==> config.mk <==
export PLATFORM = sky130hd
export DESIGN_NAME = alu_mc
export DESIGN_NICKNAME = d
export VERILOG_FILES = /design/src/rtl/alu_mc.sv
export SDC_FILE = /design/constraint.sdc
export NUM_CORES = 1
export LEC_CHECK = 0
export ABC_AREA = 1
export CAP_MARGIN = 20
export CORE_MARGIN = 2
export CORE_UTILIZATION = 26
export DETAILED_ROUTE_END_ITERATION = 7
export DONT_BUFFER_PORTS = 1
export GPL_ROUTABILITY_DRIVEN = 0
export GPL_TIMING_DRIVEN = 0
export SYNTH_ARGS = -nofsm -noshare
export SYNTH_HDL_FRONTEND = slang
export SYNTH_SLANG_ARGS = --single-unit
export TNS_END_PERCENT = 100
==> constraint.sdc <==
create_clock -name clk -period 0.9 [get_ports clk]
set_input_delay 0.225 -clock clk [delete_from_list [all_inputs] [get_ports clk]]
set_output_delay 0.225 -clock clk [all_outputs]
set_load 0.005 [all_outputs]
==> src/rtl/alu_mc.sv <==
// -----------------------------------------------------------------------------
// alu_mc : multi-cycle execute-stage ALU with registered result and N/Z/V/C
//          status register, shifts, and an optional iterative unsigned
//          multiplier.
//
// Configuration macro: ALU_MUL_EN
//   defined   -> opcode 0011 (MULU) runs a shift-add multiplier, one bit of b
//                per clock (latency WIDTH+1, busy for WIDTH cycles).
//   undefined -> multiplier, MUL state and counter are absent; 0011 is an
//                illegal opcode, busy is tied 0 and sum_hi is always 0.
//
// Ports:
//   clk, rst_n      clock (rising edge), asynchronous active-low reset
//   start           request, sampled only while idle
//   gin[3:0]        opcode
//   a, b            operands, captured with start
//   sum, sum_hi     registered result (sum_hi = MUL high word, else 0)
//   busy            multi-cycle op in progress
//   done            one-cycle pulse, result and flags valid from this cycle
//   zout            sum == 0, registered with sum
//   nORv            pass-if-nonpositive taken flag (opcode 1111 only)
//   illegal         one-cycle pulse with done for an undefined opcode
//   statusN/Z/V/C   status register, updated on done of legal ops
//
// Handshake: the requester holds start/gin/a/b for one clock while the block
// is idle (busy == 0). The block answers with exactly one done pulse per
// accepted request; start seen while busy is dropped, and start seen in a
// done cycle is accepted, so single-cycle ops can issue every clock.
// -----------------------------------------------------------------------------
module alu_mc #(
  parameter  int WIDTH = 32,
  localparam int SHW   = $clog2(WIDTH)
) (
  input  logic             clk,
  input  logic             rst_n,
  input  logic             start,
  input  logic [3:0]       gin,
  input  logic [WIDTH-1:0] a,
  input  logic [WIDTH-1:0] b,
  output logic [WIDTH-1:0] sum,
  output logic [WIDTH-1:0] sum_hi,
  output logic             busy,
  output logic             done,
  output logic             zout,
  output logic             nORv,
  output logic             illegal,
  output logic             statusN,
  output logic             statusZ,
  output logic             statusV,
  output logic             statusC
);

  // ---------------------------------------------------------------------------
  // Single-cycle operation datapath
  // ---------------------------------------------------------------------------
  logic [WIDTH-1:0] op_res;
  logic             op_c, op_v, op_norv, op_legal, op_is_mul;
  logic [WIDTH:0]   add_full, sub_full;
  logic [SHW-1:0]   sh_amt;

  always_comb begin
    op_res    = '0;
    op_c      = 1'b0;
    op_v      = 1'b0;
    op_norv   = 1'b0;
    op_legal  = 1'b1;
    op_is_mul = 1'b0;
    sh_amt    = b[SHW-1:0];
    add_full  = {1'b0, a} + {1'b0, b};
    // Subtract as a + ~b + 1 so the carry-out reads as "no borrow".
    sub_full  = {1'b0, a} + {1'b0, ~b} + (WIDTH+1)'(1);
    case (gin)
      4'b0010: begin
        op_res = add_full[WIDTH-1:0];
        op_c   = add_full[WIDTH];
        op_v   = (a[WIDTH-1] == b[WIDTH-1]) && (op_res[WIDTH-1] != a[WIDTH-1]);
      end
      4'b0110: begin
        op_res = sub_full[WIDTH-1:0];
        op_c   = sub_full[WIDTH];
        op_v   = (a[WIDTH-1] != b[WIDTH-1]) && (op_res[WIDTH-1] != a[WIDTH-1]);
      end
      4'b0111: op_res = {{(WIDTH-1){1'b0}}, ($signed(a) < $signed(b))};
      4'b0000: op_res = a & b;
      4'b0001: op_res = a | b;
      4'b1010: op_res = ~(a | b);
      4'b1001: op_res = a ^ b;
      4'b1000: op_res = a;
      4'b1111: begin
        // Non-positive a passes through and raises nORv; positive a yields 1.
        if (a[WIDTH-1] || (a == '0)) begin
          op_res  = a;
          op_norv = 1'b1;
        end else begin
          op_res  = {{(WIDTH-1){1'b0}}, 1'b1};
        end
      end
      4'b0100: op_res = a << sh_amt;
      4'b0101: op_res = a >> sh_amt;
      4'b1011: op_res = $signed(a) >>> sh_amt;
`ifdef ALU_MUL_EN
      4'b0011: op_is_mul = 1'b1;
`endif
      default: op_legal = 1'b0;
    endcase
  end

  // ---------------------------------------------------------------------------
  // Registers common to both builds
  // ---------------------------------------------------------------------------
  logic [WIDTH-1:0] sum_q, sum_d;
  logic             busy_q, busy_d;
  logic             done_q, done_d;
  logic             zout_q, zout_d;
  logic             norv_q, norv_d;
  logic             illegal_q, illegal_d;
  logic             n_q, n_d, z_q, z_d, v_q, v_d, c_q, c_d;

`ifdef ALU_MUL_EN
  // ---------------------------------------------------------------------------
  // Iterative multiplier: prod holds {partial product, remaining multiplier
  // bits}. Each step adds the multiplicand to the upper half when the current
  // multiplier LSB is set, then shifts the whole register right by one.
  // ---------------------------------------------------------------------------
  typedef enum logic {IDLE = 1'b0, MUL = 1'b1} state_t;

  state_t             state_q, state_d;
  logic [SHW-1:0]     cnt_q, cnt_d;
  logic [WIDTH-1:0]   mcand_q, mcand_d;
  logic [2*WIDTH-1:0] prod_q, prod_d;
  logic [WIDTH-1:0]   sum_hi_q, sum_hi_d;
  logic [WIDTH:0]     mul_part;
  logic [2*WIDTH-1:0] mul_step;

  always_comb begin
    mul_part = {1'b0, prod_q[2*WIDTH-1:WIDTH]} + (prod_q[0] ? {1'b0, mcand_q} : '0);
    mul_step = {mul_part, prod_q[WIDTH-1:1]};
  end
`endif

  // ---------------------------------------------------------------------------
  // Next-state / output logic
  // ---------------------------------------------------------------------------
  always_comb begin
    sum_d     = sum_q;
    zout_d    = zout_q;
    norv_d    = norv_q;
    n_d       = n_q;
    z_d       = z_q;
    v_d       = v_q;
    c_d       = c_q;
    busy_d    = 1'b0;
    done_d    = 1'b0;
    illegal_d = 1'b0;
`ifdef ALU_MUL_EN
    state_d   = state_q;
    cnt_d     = cnt_q;
    mcand_d   = mcand_q;
    prod_d    = prod_q;
    sum_hi_d  = sum_hi_q;
    case (state_q)
      IDLE: begin
        if (start && op_is_mul) begin
          state_d = MUL;
          cnt_d   = SHW'(WIDTH-1);
          mcand_d = a;
          prod_d  = {{WIDTH{1'b0}}, b};
          busy_d  = 1'b1;
        end else if (start) begin
          done_d    = 1'b1;
          sum_d     = op_res;
          sum_hi_d  = '0;
          zout_d    = (op_res == '0);
          norv_d    = op_norv;
          illegal_d = ~op_legal;
          if (op_legal) begin
            n_d = op_res[WIDTH-1];
            z_d = (op_res == '0);
            v_d = op_v;
            c_d = op_c;
          end
        end
      end
      MUL: begin
        prod_d = mul_step;
        if (cnt_q == '0) begin
          state_d  = IDLE;
          done_d   = 1'b1;
          sum_d    = mul_step[WIDTH-1:0];
          sum_hi_d = mul_step[2*WIDTH-1:WIDTH];
          zout_d   = (mul_step[WIDTH-1:0] == '0);
          norv_d   = 1'b0;
          n_d      = mul_step[WIDTH-1];
          z_d      = (mul_step[WIDTH-1:0] == '0);
          v_d      = (mul_step[2*WIDTH-1:WIDTH] != '0);
          c_d      = 1'b0;
        end else begin
          cnt_d  = cnt_q - SHW'(1);
          busy_d = 1'b1;
        end
      end
      default: state_d = IDLE;
    endcase
`else
    if (start) begin
      done_d    = 1'b1;
      sum_d     = op_res;
      zout_d    = (op_res == '0);
      norv_d    = op_norv;
      illegal_d = ~op_legal;
      if (op_legal) begin
        n_d = op_res[WIDTH-1];
        z_d = (op_res == '0);
        v_d = op_v;
        c_d = op_c;
      end
    end
`endif
  end

  always_ff @(posedge clk or negedge rst_n) begin
    if (!rst_n) begin
      sum_q     <= '0;
      busy_q    <= 1'b0;
      done_q    <= 1'b0;
      zout_q    <= 1'b0;
      norv_q    <= 1'b0;
      illegal_q <= 1'b0;
      n_q       <= 1'b0;
      z_q       <= 1'b0;
      v_q       <= 1'b0;
      c_q       <= 1'b0;
`ifdef ALU_MUL_EN
      state_q   <= IDLE;
      cnt_q     <= '0;
      mcand_q   <= '0;
      prod_q    <= '0;
      sum_hi_q  <= '0;
`endif
    end else begin
      sum_q     <= sum_d;
      busy_q    <= busy_d;
      done_q    <= done_d;
      zout_q    <= zout_d;
      norv_q    <= norv_d;
      illegal_q <= illegal_d;
      n_q       <= n_d;
      z_q       <= z_d;
      v_q       <= v_d;
      c_q       <= c_d;
`ifdef ALU_MUL_EN
      state_q   <= state_d;
      cnt_q     <= cnt_d;
      mcand_q   <= mcand_d;
      prod_q    <= prod_d;
      sum_hi_q  <= sum_hi_d;
`endif
    end
  end

  assign sum     = sum_q;
  assign done    = done_q;
  assign zout    = zout_q;
  assign nORv    = norv_q;
  assign illegal = illegal_q;
  assign statusN = n_q;
  assign statusZ = z_q;
  assign statusV = v_q;
  assign statusC = c_q;
`ifdef ALU_MUL_EN
  assign busy    = busy_q;
  assign sum_hi  = sum_hi_q;
`else
  assign busy    = 1'b0;
  assign sum_hi  = '0;
`endif

endmodule

Yosys cells after proc, flatten, opt, wreduce, memory -nomap -nowiden

Index checks and enable logic that the tools add are counted.

$add $sub $neg: 3
$lt $le $gt $ge: 1
Equal/unequal tests: 15
Shift-type cells: 3
Multiplexer cells: 9
Bitwise gates (word level): 6
Reductions and logical operators: 8

Operator list:

| cell                                           | number |
|---|---|
| case mux 32 bit (12 select lines)              | 1 |
| adder 32 x 32 -> 33 bit                        | 2 |
| logical NOT 32 bit                             | 2 |
| inverter 32 bit                                | 2 |
| adder 33 x 1 -> 33 bit (second input constant) | 1 |
| bitwise AND 32 bit                             | 1 |
| less-than comparator 32 bit                    | 1 |
| two-way mux 32 bit                             | 1 |
| OR 32 bit                                      | 1 |
| left shift 32 x 5 -> 32 bit                    | 1 |
| >> shifter 32 x 5 -> 32 bit                    | 1 |
| >>> shifter 32 x 5 -> 32 bit                   | 1 |
| bitwise XOR 32 bit                             | 1 |
| == test 4 bit (second input constant)          | 5 |
| == test 4 x 3 -> 1 bit (second input constant) | 4 |
| OR reduction 12 bit                            | 1 |
| two-way mux 1 bit                              | 5 |
| == test 4 x 1 -> 1 bit (second input constant) | 1 |
| == test 4 x 2 -> 1 bit (second input constant) | 1 |
| logical NOT 4 bit                              | 1 |
| case mux 1 bit (2 select lines)                | 2 |
| != test 1 bit                                  | 3 |
| logical AND 1 bit                              | 2 |
| AND reduction 2 bit                            | 1 |
| 3 further kinds                                | 3 |

Bits in registers: 40
Input port bits: 71
Output and inout bits: 73

Depth between registers and ports, before layout

Depth after elaboration: 6
Depth in mapped cells: 26
Depth with buffers taken out: 23

Worst setup path after synthesis

OpenSTA, ideal clock, no wires.

Path kind: in2reg
Start: in b[4]
End: reg zout_q (netlist: zout)
Setup time: 0.066 ns
Arrival: 2.788 ns
Path slack: -1.954 ns
Stages: 26
Buffers on the path: 3
Path through: buf_2 -> inv_1 -> clkbuf_1 -> clkbuf_1 -> ha_1 -> inv_1 -> nand2_1 -> nand2_1 -> nand2_1 -> nand2_1 -> inv_1 -> nand2_1 -> nand2_1 -> nand2_1 -> nand2_1 -> nand2_1 -> nand2_1 -> nand2_1 -> nor2_1 -> nor2_1 -> nand2_1 -> nor2_1 -> nand2_1 -> nor2_2 -> nand3_1 -> nand2_1

Cells in the longest elaborated chain, start to end: 5

Ends and longest elaborated chain:

| element                               | line | RTL |
|---|---|---|
| start, declared                       | 39   | `input logic [WIDTH-1:0] b,` |
| inverter 32 bit                       | 71   | `sub_full = {1'b0, a} + {1'b0, ~b} + (WIDTH+1)'(1);` |
| adder 32 x 32 -> 33 bit               | 71   |  |
| adder 33 x 1 -> 33 bit                | 71   |  |
| case mux 32 bit (12 select lines) (*) | 72   | `case (gin)` |
| logical NOT 32 bit (*)                | 208  | `zout_d = (op_res == '0);` |
| end signal, assigned                  | 244  | `zout_q <= zout_d;` |
| end, declared                         | 114  | `logic zout_q, zout_d;` |

Mark *: on every way between the ends. The rest lies on a longest branch, timed or not.
A chain may end at the register's enable or synchronous reset.

Worst setup path after layout

Start: in b[4]
End: reg z_q (netlist: statusZ)

Cells in the longest elaborated chain, start to end: 5

Ends and longest elaborated chain:

| element                               | line | RTL |
|---|---|---|
| inverter 32 bit                       | 71   |  |
| adder 32 x 32 -> 33 bit               | 71   |  |
| adder 33 x 1 -> 33 bit                | 71   |  |
| case mux 32 bit (12 select lines) (*) | 72   |  |
| logical NOT 32 bit (*)                | 213  | `z_d = (op_res == '0);` |
| end signal, assigned                  | 248  | `z_q <= z_d;` |
| end, declared                         | 117  | `logic n_q, n_d, z_q, z_d, v_q, v_d, c_q, c_d;` |

Marked as above.

==> summary.txt <==
Global route
  – First-pass GRT wire length: 104 mm
  – Vias in the first global route: 17100
  – GRT Util Overall: 0.259
  – Gr ovfl total: 0
  – Largest net degree at the start of global routing: 41
  – Initial antenna violation count: 2

Floorplanning
  – Starting density of the core: 0.263
  – Io pins: 144
  – DIE AREA: 0.0523 sq mm
  – Core area: 0.0500 sq mm
  – Die X: 229 um
  – Die Ht: 229 um
  – FP Rows: 82

STA
  – Hold slack: -0.369 ns
  – Final setup violating endpoints: 67
  – Slew at the pin closest to its max-slew limit: 0.829 ns
  – Fin. Hold Viols: 40
  – Max Freq: 393 MHz
  – Slew margin rel.: 0.447
  – Final setup margin: -1.64 ns
  – Period Utilization, post-route: 2.83
  – Worst clock skew: 0 ns
  – Fin crit period: 2.54 ns
  – Final max-slew violation count: 0
  – RSZ-0062 raised after global routing: yes

Clock tree
  – Deepest clock path buffer count: 2
  – CTS tree: built
  – Clock transition at path regs: 0.06 ns
  – CTS Hold Bufs: 1
  – Clock latency on the worst-skew pair: 0.28 ns
  – Clk sinks: 40
  – CTS Buf Count: 5
  – Number of H-tree levels: 2
  – CTS root buffer: clkbuf_16

Synth
  – Seq cells post-synth: 40
  – Synth Cell Area: 0.0131 sq mm
  – Synth unique cells: 47
  – Gate count of the mapped netlist: 2613
  – Syn Area/Cell: 5.03 sq um
  – Sequential fraction of the synthesis area: 0.0762
  – Yosys warns: 0
  – Dominant synthesized flop cell: dfrtp_1
  – Asr flop ratio synth: 1.00
  – Number of synthesized flops with an enable pin: 0

Layout
  – Commonest non-fill, non-tap cell in the layout: nand2_1
  – Ant. Diodes: 0
  – Final core utilization: 0.335
  – Layout cells sized above 1: 0.202
  – Post-route design area: 0.0167 sq mm
  – Most frequent cells in the layout: nand2_1, nand3_1, inv_1
  – Fillers: 5607
  – Nets: 2887
  – Layout area overhead: 27.5%

Worst setup path
  – Setup crit start kind: primary input
  – Bufs and invs on worst path: 5
  – Crit path max fanout: 7
  – Family with the most delay on the worst path: simple AND/OR/NAND/NOR gates
  – CP max stage delay: 0.31 ns
  – Setup Crit Path Kind: primary input to flop
  – CP endpoint kind: flop
  – Worst Reg-to-Reg Cells: 2
  – R2R setup slack: 0.19 ns
  – CP arrival: 2.77 ns
  – CP cell instances: buf_12 -> inv_8 -> clkbuf_16 -> clkbuf_16 -> ha_4 -> nor2_4 -> nand2_2 -> inv_2 -> nand2_4 -> nand2_4 -> nand2_1 -> nand3_1 -> nand2_1 -> nand3b_1 -> nor2_4 -> nand2_1 -> nor2_1 -> nand2_1 -> nor2_2 -> nand3_1 -> nand2_1
  – Critical Path RT: 1.12 ns
  – Reg-to-Reg End: sum[21]
  – Most frequent cell on the critical path: nand2_1
  – Worst path slowest cell: ha_4
  – Reg2reg start: sum[21]

Pwr
  – Max rail drop VDD: 729 uV
  – Switching Fraction: 0.519
  – Combinational cell fraction of total power: 0.676
  – Psw: 0.00707 W
  – Flop pwr share: 0.165
  – Cell area power density: 814 mW/mm^2
  – Clock group share of total power: 0.159
  – Internal: 0.00656 W
  – Static Leak: 8.95 nW

Job
  – Max-Cap Viols: 0

Status
  – Failing checks: design-rule violations, negative hold slack, negative setup slack
  – Status: finished with violations

Routing
  – Drt pass-1 iters: 8
  – Total wire length: 70.2 mm
  – Vias post-DR: 18400
  – WL per Instance: 20.8 um
  – Initial DRC Count: 2590
  – Residual DRC: 10
  – Antenna Nets Post-Route: 0
  – Via-to-Cell Ratio: 5.44

Placement
  – Dpl cell area: 0.0145 sq mm
  – IO buf count: 0
  – Final HPWL DP: 55.5 mm

Min path
  – Hold Crit Class: primary input to async pin
per-layer routing:
layer	GRT usage	up-vias	part of all wire
li1	-	8452	-
met1	0.315	8183	0.36
met2	0.405	1396	0.42
met3	0.0740	363	0.14
met4	0.150	2	0.080
met5	0	-	0.00034
how the worst max path moves through the flow:
stage / startpoint / end / slack, ns / cells after the start
3_3_place_gp: b[4] / zout / -2.41 / 24
2_1_floorplan: b[4] / zout / -1.40 / 23
3_5_place_dp: b[4] / zout / -2.39 / 24
5_1_grt: a[7] / zout / -1.70 / 18
4_1_cts: b[4] / zout / -1.56 / 26
6_report: b[4] / statusZ / -1.64 / 21
through the flow:
stage	setup WS, ns	setup TNS (ns)	hold slack [ns]	instances	total power [W]
2_1_floorplan	-1.40	-39.71	-0.0706	2645	0.00734
3_3_place_gp	-2.41	-65.58	-0.0692	3317	0.00945
3_5_place_dp	-2.39	-65.38	-0.0697	3317	0.00946
4_1_cts	-1.56	-42.39	-0.372	3370	0.0126
5_1_grt	-1.70	-47.95	-0.381	3382	0.0144
6_report	-1.64	-45.34	-0.369	3382	0.0136
timing repair:
item | in CTS | in global routing
pin swaps | 71 | 93
cloned | 1 | 0
buffers inserted | 43 | 15
endpoints found under the hold margin | 41 | 40
gates resized for setup | 267 | 190
setup endpoints to repair | 74 | 79
power groups by stage:
stage / combinational (W) / clock [W] / sequential, W
after floorplan: 0.00513 / 0 / 0.00221
after global placement: 0.00717 / 0 / 0.00229
after detailed placement: 0.00717 / 0 / 0.00229
after CTS: 0.00821 / 0.00217 / 0.00226
after global routing: 0.00987 / 0.00229 / 0.00228
final: 0.00921 / 0.00217 / 0.00225
cell type report:
class,instances,area [sq um],area share
inverter,343,1360,0.0815
timing repair buffer,58,549,0.0328
clock buffer,7,153,0.00912
buffer,143,1010,0.0605
tap,672,841,0.0502
multi-input combinational,2118,11800,0.704
sequential,40,1000,0.0598
clock inverter,1,30.0,0.00179
flip-flops by register name, summed over array words and instances (netlist names):
| register | cells |
|---|---|
| illegal | 1 |
| statusN | 1 |
| done | 1 |
| statusV | 1 |
| nORv | 1 |
| statusC | 1 |
| zout | 1 |
| statusZ | 1 |
| sum | 32 |
cell families (layout without fill, tap and decap cells):
group                      Yosys count  in the layout  synth area share
AOI/OAI and AO/OA                  195            195            0.0825
and+or+nand+nor                   1778           1778             0.576
DFF                                 40             40            0.0762
xor gates and xnor gates             5              5           0.00333
buffers and inverters              487            552             0.158
adders and majority gates          107            107             0.103
other                                1             33          0.000286
cell usage after synthesis (16+ instances only):
| master | number | share of area |
|---|---|---|
| buf_4 | 39 | 0.022 |
| nand4_1 | 32 | 0.015 |
| inv_1 | 329 | 0.094 |
| nand3_1 | 507 | 0.19 |
| ha_1 | 105 | 0.10 |
| nor2_1 | 265 | 0.076 |
| nor3_1 | 16 | 0.0061 |
| buf_2 | 59 | 0.022 |
| nand2_1 | 913 | 0.26 |
| a21oi_1 | 62 | 0.024 |
| dfrtp_1 | 40 | 0.076 |
| clkbuf_1 | 33 | 0.0094 |
| o21ai_0 | 83 | 0.032 |
(Power assumes the default switching activity.)
